$ cat config.mk
export PLATFORM = sky130hd
export DESIGN_NAME = jt900h_muldiv
export DESIGN_NICKNAME = d
export VERILOG_FILES = /design/src/rtl/jt900h_muldiv_pkg.sv /design/src/rtl/jt900h_muldiv_step.sv /design/src/rtl/jt900h_muldiv.sv
export SDC_FILE = /design/constraint.sdc
export NUM_CORES = 1
export LEC_CHECK = 0
export ABC_AREA = 1
export BUFFER_PORTS_ARGS = -buffer_cell sky130_fd_sc_hd__buf_2
export CAP_MARGIN = 20
export CORE_ASPECT_RATIO = 0.75
export CORE_MARGIN = 5
export CORE_UTILIZATION = 40
export DETAILED_ROUTE_END_ITERATION = 10
export GPL_ROUTABILITY_DRIVEN = 0
export PLACE_DENSITY = 0.56
export SKIP_LAST_GASP = 1
export SYNTH_ARGS = -nofsm -noshare
export SYNTH_HDL_FRONTEND = slang
export SYNTH_SLANG_ARGS = --single-unit
$ cat constraint.sdc
create_clock -name clk -period 2.7 [get_ports clk]
set_input_delay 0.135 -clock clk [delete_from_list [all_inputs] [get_ports clk]]
set_output_delay 0.135 -clock clk [all_outputs]
set_load 0.02 [all_outputs]
$ cat src/rtl/jt900h_muldiv_pkg.sv
// Shared definitions for the JT900H multiply/divide unit: operation encodings,
// FSM state type and small operation-decode helpers.
package jt900h_muldiv_pkg;

  localparam logic [1:0] MUL_OP  = 2'd0;
  localparam logic [1:0] MULS_OP = 2'd1;
  localparam logic [1:0] DIV_OP  = 2'd2;
  localparam logic [1:0] DIVS_OP = 2'd3;

  typedef enum logic [1:0] {
    StIdle,
    StIter,
    StFix
  } state_e;

  // op[1] selects divide, op[0] selects signed operands
  function automatic logic is_div(input logic [1:0] op);
    return op[1];
  endfunction

  function automatic logic is_signed_op(input logic [1:0] op);
    return op[0];
  endfunction

endpackage

$ cat src/rtl/jt900h_muldiv_step.sv
// One combinational iteration of the shared engine.
// MUL: radix-2 shift-add on a {high, multiplier} accumulator.
// DIV: restoring step on a {partial remainder, dividend/quotient} accumulator;
//      the quotient bit is returned separately and merged into bit 0 by the caller.
module jt900h_muldiv_step #(
  parameter int unsigned W = 16
) (
  input  logic [2*W-1:0] acc,
  input  logic [W-1:0]   opnd,
  input  logic           div,
  output logic [2*W-1:0] acc_nxt,
  output logic           qbit
);

  logic [W:0]   sum;
  logic [W:0]   part;
  logic [W-1:0] rem_nxt;

  // Select between the add-and-shift and the compare-subtract-shift step
  always_comb begin
    sum     = {1'b0, acc[2*W-1:W]} + (acc[0] ? {1'b0, opnd} : {(W+1){1'b0}});
    part    = {acc[2*W-1:W], acc[W-1]};
    qbit    = 1'b0;
    rem_nxt = part[W-1:0];
    if (div) begin
      qbit = (part >= {1'b0, opnd});
      // After a successful subtract the difference is below the divisor, so W bits suffice
      if (qbit) rem_nxt = W'(part - {1'b0, opnd});
      acc_nxt = {rem_nxt, acc[W-2:0], 1'b0};
    end else begin
      acc_nxt = {sum, acc[W-1:1]};
    end
  end

endmodule

$ cat src/rtl/jt900h_muldiv.sv
// JT900H shared sequential multiply/divide unit (MUL, MULS, DIV, DIVS).
// IDLE -> ITER (W cen cycles) -> FIX (1 cen cycle) -> IDLE; done pulses on leaving FIX.
// Optional build macro JT900H_MULDIV_DIV0_EN: a divide by zero skips ITER entirely.
module jt900h_muldiv
  import jt900h_muldiv_pkg::*;
#(
  parameter int unsigned W = 16
) (
  input  logic           clk,
  input  logic           rst_n,
  input  logic           cen,
  input  logic           start,
  input  logic [1:0]     op,
  input  logic [2*W-1:0] a,
  input  logic [W-1:0]   b,
  output logic           busy,
  output logic           done,
  output logic [2*W-1:0] rslt,
  output logic           v,
  output logic           z,
  output logic           s
);

  localparam int unsigned   CW        = $clog2(W) + 1;
  localparam logic [CW-1:0] LastIter  = CW'(W - 1);
  localparam logic [W-1:0]  HalfRange = {1'b1, {(W-1){1'b0}}};

  state_e         state_q, state_d;
  logic [CW-1:0]  cnt_q, cnt_d;
  logic [1:0]     op_q, op_d;
  logic [2*W-1:0] acc_q, acc_d;
  logic [W-1:0]   opnd_q, opnd_d;
  logic [W-1:0]   alo_q, alo_d;
  logic           neg_res_q, neg_res_d;
  logic           neg_rem_q, neg_rem_d;
  logic           hi_ovf_q, hi_ovf_d;
  logic           div0_q, div0_d;
  logic [2*W-1:0] rslt_q, rslt_d;
  logic           done_q, done_d;
  logic           v_q, v_d, z_q, z_d, s_q, s_d;

  logic           sa, sb;
  logic [2*W-1:0] a_ext, a_mag;
  logic [W-1:0]   b_mag;
  logic [2*W-1:0] step_acc;
  logic           step_qbit;
  logic [W-1:0]   quot, rem, quot_fix, rem_fix;
  logic           q_ovf;
  logic [2*W-1:0] fix_rslt;
  logic           fix_v;

  assign busy = (state_q != StIdle);
  assign done = done_q;
  assign rslt = rslt_q;
  assign v    = v_q;
  assign z    = z_q;
  assign s    = s_q;

  // Operand signs and magnitudes; MULS treats a[W-1:0] as the signed multiplicand
  always_comb begin
    sa = 1'b0;
    if (op == MULS_OP)      sa = a[W-1];
    else if (op == DIVS_OP) sa = a[2*W-1];
    sb    = is_signed_op(op) & b[W-1];
    a_ext = is_div(op) ? a : {{W{sa}}, a[W-1:0]};
    a_mag = sa ? (~a_ext + 1'b1) : a_ext;
    b_mag = sb ? (~b + 1'b1) : b;
  end

  jt900h_muldiv_step #(
    .W(W)
  ) u_step (
    .acc     (acc_q),
    .opnd    (opnd_q),
    .div     (is_div(op_q)),
    .acc_nxt (step_acc),
    .qbit    (step_qbit)
  );

  // Sign correction, overflow and divide-by-zero handling applied in FIX
  always_comb begin
    quot     = acc_q[W-1:0];
    rem      = acc_q[2*W-1:W];
    quot_fix = neg_res_q ? (~quot + 1'b1) : quot;
    rem_fix  = neg_rem_q ? (~rem + 1'b1) : rem;
    // Magnitude limit: -2^(W-1) is representable, +2^(W-1) is not
    q_ovf    = neg_res_q ? (quot > HalfRange) : (quot >= HalfRange);
    fix_v    = 1'b0;
    if (!is_div(op_q)) begin
      fix_rslt = neg_res_q ? (~acc_q + 1'b1) : acc_q;
    end else if (div0_q) begin
      fix_rslt = {alo_q, {W{1'b1}}};
      fix_v    = 1'b1;
    end else if (hi_ovf_q || (is_signed_op(op_q) && q_ovf)) begin
      fix_rslt = acc_q;
      fix_v    = 1'b1;
    end else begin
      fix_rslt = {rem_fix, quot_fix};
    end
  end

  // FSM next state, operand capture, iteration and result update
  always_comb begin
    state_d   = state_q;
    cnt_d     = cnt_q;
    op_d      = op_q;
    acc_d     = acc_q;
    opnd_d    = opnd_q;
    alo_d     = alo_q;
    neg_res_d = neg_res_q;
    neg_rem_d = neg_rem_q;
    hi_ovf_d  = hi_ovf_q;
    div0_d    = div0_q;
    rslt_d    = rslt_q;
    v_d       = v_q;
    z_d       = z_q;
    s_d       = s_q;
    done_d    = 1'b0;
    unique case (state_q)
      StIdle: begin
        if (start) begin
          op_d      = op;
          alo_d     = a[W-1:0];
          neg_res_d = sa ^ sb;
          neg_rem_d = sa;
          div0_d    = is_div(op) && (b == '0);
          // Quotient cannot fit W bits when the dividend's high half reaches the divisor
          hi_ovf_d  = (a_mag[2*W-1:W] >= b_mag);
          cnt_d     = '0;
          if (is_div(op)) begin
            acc_d  = a_mag;
            opnd_d = b_mag;
          end else begin
            acc_d  = {{W{1'b0}}, b_mag};
            opnd_d = a_mag[W-1:0];
          end
`ifdef JT900H_MULDIV_DIV0_EN
          state_d = (is_div(op) && (b == '0)) ? StFix : StIter;
`else
          state_d = StIter;
`endif
        end
      end
      StIter: begin
        acc_d = step_acc | {{(2*W-1){1'b0}}, step_qbit};
        cnt_d = cnt_q + 1'b1;
        if (cnt_q == LastIter) state_d = StFix;
      end
      StFix: begin
        state_d = StIdle;
        done_d  = 1'b1;
        rslt_d  = fix_rslt;
        v_d     = fix_v;
        z_d     = (fix_rslt == '0);
        s_d     = fix_rslt[2*W-1];
      end
      default: state_d = StIdle;
    endcase
  end

  // State registers; everything holds while cen is low
  always_ff @(posedge clk or negedge rst_n) begin
    if (!rst_n) begin
      state_q   <= StIdle;
      cnt_q     <= '0;
      op_q      <= MUL_OP;
      acc_q     <= '0;
      opnd_q    <= '0;
      alo_q     <= '0;
      neg_res_q <= 1'b0;
      neg_rem_q <= 1'b0;
      hi_ovf_q  <= 1'b0;
      div0_q    <= 1'b0;
      rslt_q    <= '0;
      done_q    <= 1'b0;
      v_q       <= 1'b0;
      z_q       <= 1'b0;
      s_q       <= 1'b0;
    end else if (cen) begin
      state_q   <= state_d;
      cnt_q     <= cnt_d;
      op_q      <= op_d;
      acc_q     <= acc_d;
      opnd_q    <= opnd_d;
      alo_q     <= alo_d;
      neg_res_q <= neg_res_d;
      neg_rem_q <= neg_rem_d;
      hi_ovf_q  <= hi_ovf_d;
      div0_q    <= div0_d;
      rslt_q    <= rslt_d;
      done_q    <= done_d;
      v_q       <= v_d;
      z_q       <= z_d;
      s_q       <= s_d;
    end
  end

endmodule

==> metrics.txt <==
outcome complete, no violations; Synth Register Bits 112; layout cells sized above 1 0.143; clock sink count 112; final hold vios 0; multi-input logic area 0.00672 sq mm; clock root cell clkbuf_16; Post-DRT Antenna Nets 0; Worst Tran Pin Value 0.968 ns; Fmax 0.384 GHz; CTS max path bufs 2; vias in the first global route 10500; cells after synthesis 1702; Starting Density 0.406; clock transition at the registers of the reported paths 0.09 ns; pwr/cell area 1300 mW/mm^2; Syn Area/Cell 6.20 sq um; Slew headroom 0.352; Reg area 0.00281 sq mm; Final Max Slew Viols 0; Critical Path RT 2.96 ns; Skew-Pair Late Insertion Delay 0.38 ns; post-layout min period 2.60 ns; H-Tree Depth 3; synthesized cell area 0.0106 sq mm; area of placed instances 0.0121 sq mm; top_reg_cell synth dfrtp_1; Final setup violation count 0; Area contributors post-synth dfrtp_1 27%, nand2_1 18%, inv_1 7.9%; vias per inst 5.43; register area share after synthesis 0.266; fin area 0.0125 sq mm; hold crit path type primary input to flip-flop; area leader, netlist dfrtp_1; core area 0.0260 sq mm; CP max FO 15; Max-Cap Viols 0; DR vias 12000; CTS Buf Count 9; Crit. End Element flip-flop; Async SR Flop Fraction 1.00; final net count 1969; Synth top cells by count 507 x nand2_1, 221 x inv_1, 176 x nor2_1; Total Wirelength 41.8 mm; grt ovf 0; total track usage 0.276; hpwl dp 33.5 mm; cell with the most instances after synthesis nand2_1; critical path startpoint category flip-flop; Synth cell types 47; die footprint 0.0298 sq mm; DRC viols 0; ANT cells 0; Buffers on Ports 90; part of the cycle the worst path needs 0.965; drt pass-1 iters 6; die height 151 um; area share of the largest cell type after synthesis 0.266; Synth Warn # 0; EDFF count, synth 0; first-pass GRT wire length 63.2 mm; skew final 0.0180 ns; number of DRC markers in iteration 0 1625; I/O pins 91; Die W 198 um; peak supply drop 560 uV; CP Class flip-flop to flip-flop; Pleak 6.64 nW; FILL cells 2729; Wirelength per Cell 18.9 um; syn nets 1812; CTS tree yes; RSZ-0062 raised after global routing true; post-layout util 0.483; Area Growth Syn to Fin 18.8%; arrival time at the worst endpoint 2.87 ns; largest net degree at the start of global routing 113; site row count 51; initial antenna violation count 0
-- cells in the final DEF (no fill, tap or decap), types with 12 or more instances in the layout --
cell      instances
o21ai_0         133
buf_2            89
xor2_1           48
nor3_1           16
o211ai_1         12
a21oi_1          93
inv_1           220
ha_1             50
nand3_1         123
nand4_1          18
nand2_1         505
dfrtp_1         108
buf_4           111
o221ai_1         16
nor2_1          169
-- path summary, 6_finish.rpt --
kind	start	end	slack, ns	depth (start not counted)
setup reg to reg	acc_q[0]	acc_q[31]	0.1	15
hold / removal	cen	cnt_q[1]	0.02	3
setup / recovery	acc_q[0]	acc_q[31]	0.1	15
max in group asynchronous	rst_n	acc_q[0]	1.79	3
min in group asynchronous	rst_n	rslt[26]	0.35	3
hold reg to reg	rslt[30]	rslt[30]	0.48	2
-- per-layer routing --
metal | vias up | track usage | share of wire
met5 | - | 0 | 0
met4 | 0 | 0.0681 | 0.020
met3 | 55 | 0.0586 | 0.11
met2 | 608 | 0.370 | 0.39
met1 | 5498 | 0.441 | 0.48
li1 | 5839 | - | -
-- sequential cells by signal, indices dropped and copies added, names as in the netlist, 2 cells and up --
signal   cells
opnd_q      16
alo_q       16
rslt        32
cnt_q        5
acc_q       32
state_q      2
op_q         2
-- what timing repair did --
| item | 4_1_cts | 5_1_grt |
|---|---|---|
| gates resized for setup | 0 | 35 |
| endpoints found under the hold margin | 113 | 0 |
| hold buffers | 2 | 0 |
| endpoints found under the setup margin | 0 | 13 |
| buffers inserted | 0 | 1 |
-- power by group --
part	switching, W	total, W	internal (W)
clock	0.000796	0.00147	0.000676
sequential	0.000928	0.00340	0.00247
combinational	0.00732	0.0114	0.00411
total	0.00905	0.0163	0.00726
-- logic make-up after synthesis --
logic type / count (synthesis) / synth area share
fa+ha+maj: 56 / 0.0678
compound gates: 318 / 0.170
xor+xnor: 58 / 0.0481
buf+inv: 290 / 0.108
simple gates: 868 / 0.340
flops: 112 / 0.266
-- final cells by class --
| cell class | count | share of cell area |
|---|---|---|
| Clock inverter | 7 | 0.00729 |
| Sequential cell | 112 | 0.224 |
| Multi-Input combinational cell | 1300 | 0.536 |
| Inverter | 229 | 0.0686 |
| Tap cell | 344 | 0.0343 |
| Timing Repair Buffer | 207 | 0.112 |
| Clock buffer | 9 | 0.0180 |
-- worst max-delay path, cell delays in order (launching register included) --
cell	delay [ns]
dfrtp_2	0.44
buf_12	0.16
nand2_1	0.13
inv_1	0.06
ha_1	0.33
a21oi_1	0.22
nor2_1	0.09
nor2_2	0.14
nand3_2	0.13
a21oi_2	0.22
nor3_1	0.06
o21ai_0	0.17
buf_4	0.15
nand2_1	0.05
nand2_1	0.05
a21boi_0	0.07
-- stage by stage --
| step | worst slack (ns) | hold slack (ns) | TNS [ns] | power [W] | instances |
|---|---|---|---|---|---|
| 3_3_place_gp | -0.101 | 0.266 | -0.101 | 0.0143 | 2189 |
| 6_report | 0.0952 | 0.0228 | 0 | 0.0163 | 2208 |
| 3_5_place_dp | -0.0859 | 0.277 | -0.0859 | 0.0143 | 2189 |
| 4_1_cts | 0.0599 | 0.0196 | 0 | 0.0158 | 2207 |
| 2_1_floorplan | 0.415 | -0.161 | 0 | 0.0104 | 1702 |
| 5_1_grt | -0.0815 | 0.0449 | -0.179 | 0.0177 | 2208 |
No activity file was read; power rests on OpenSTA's default activity.
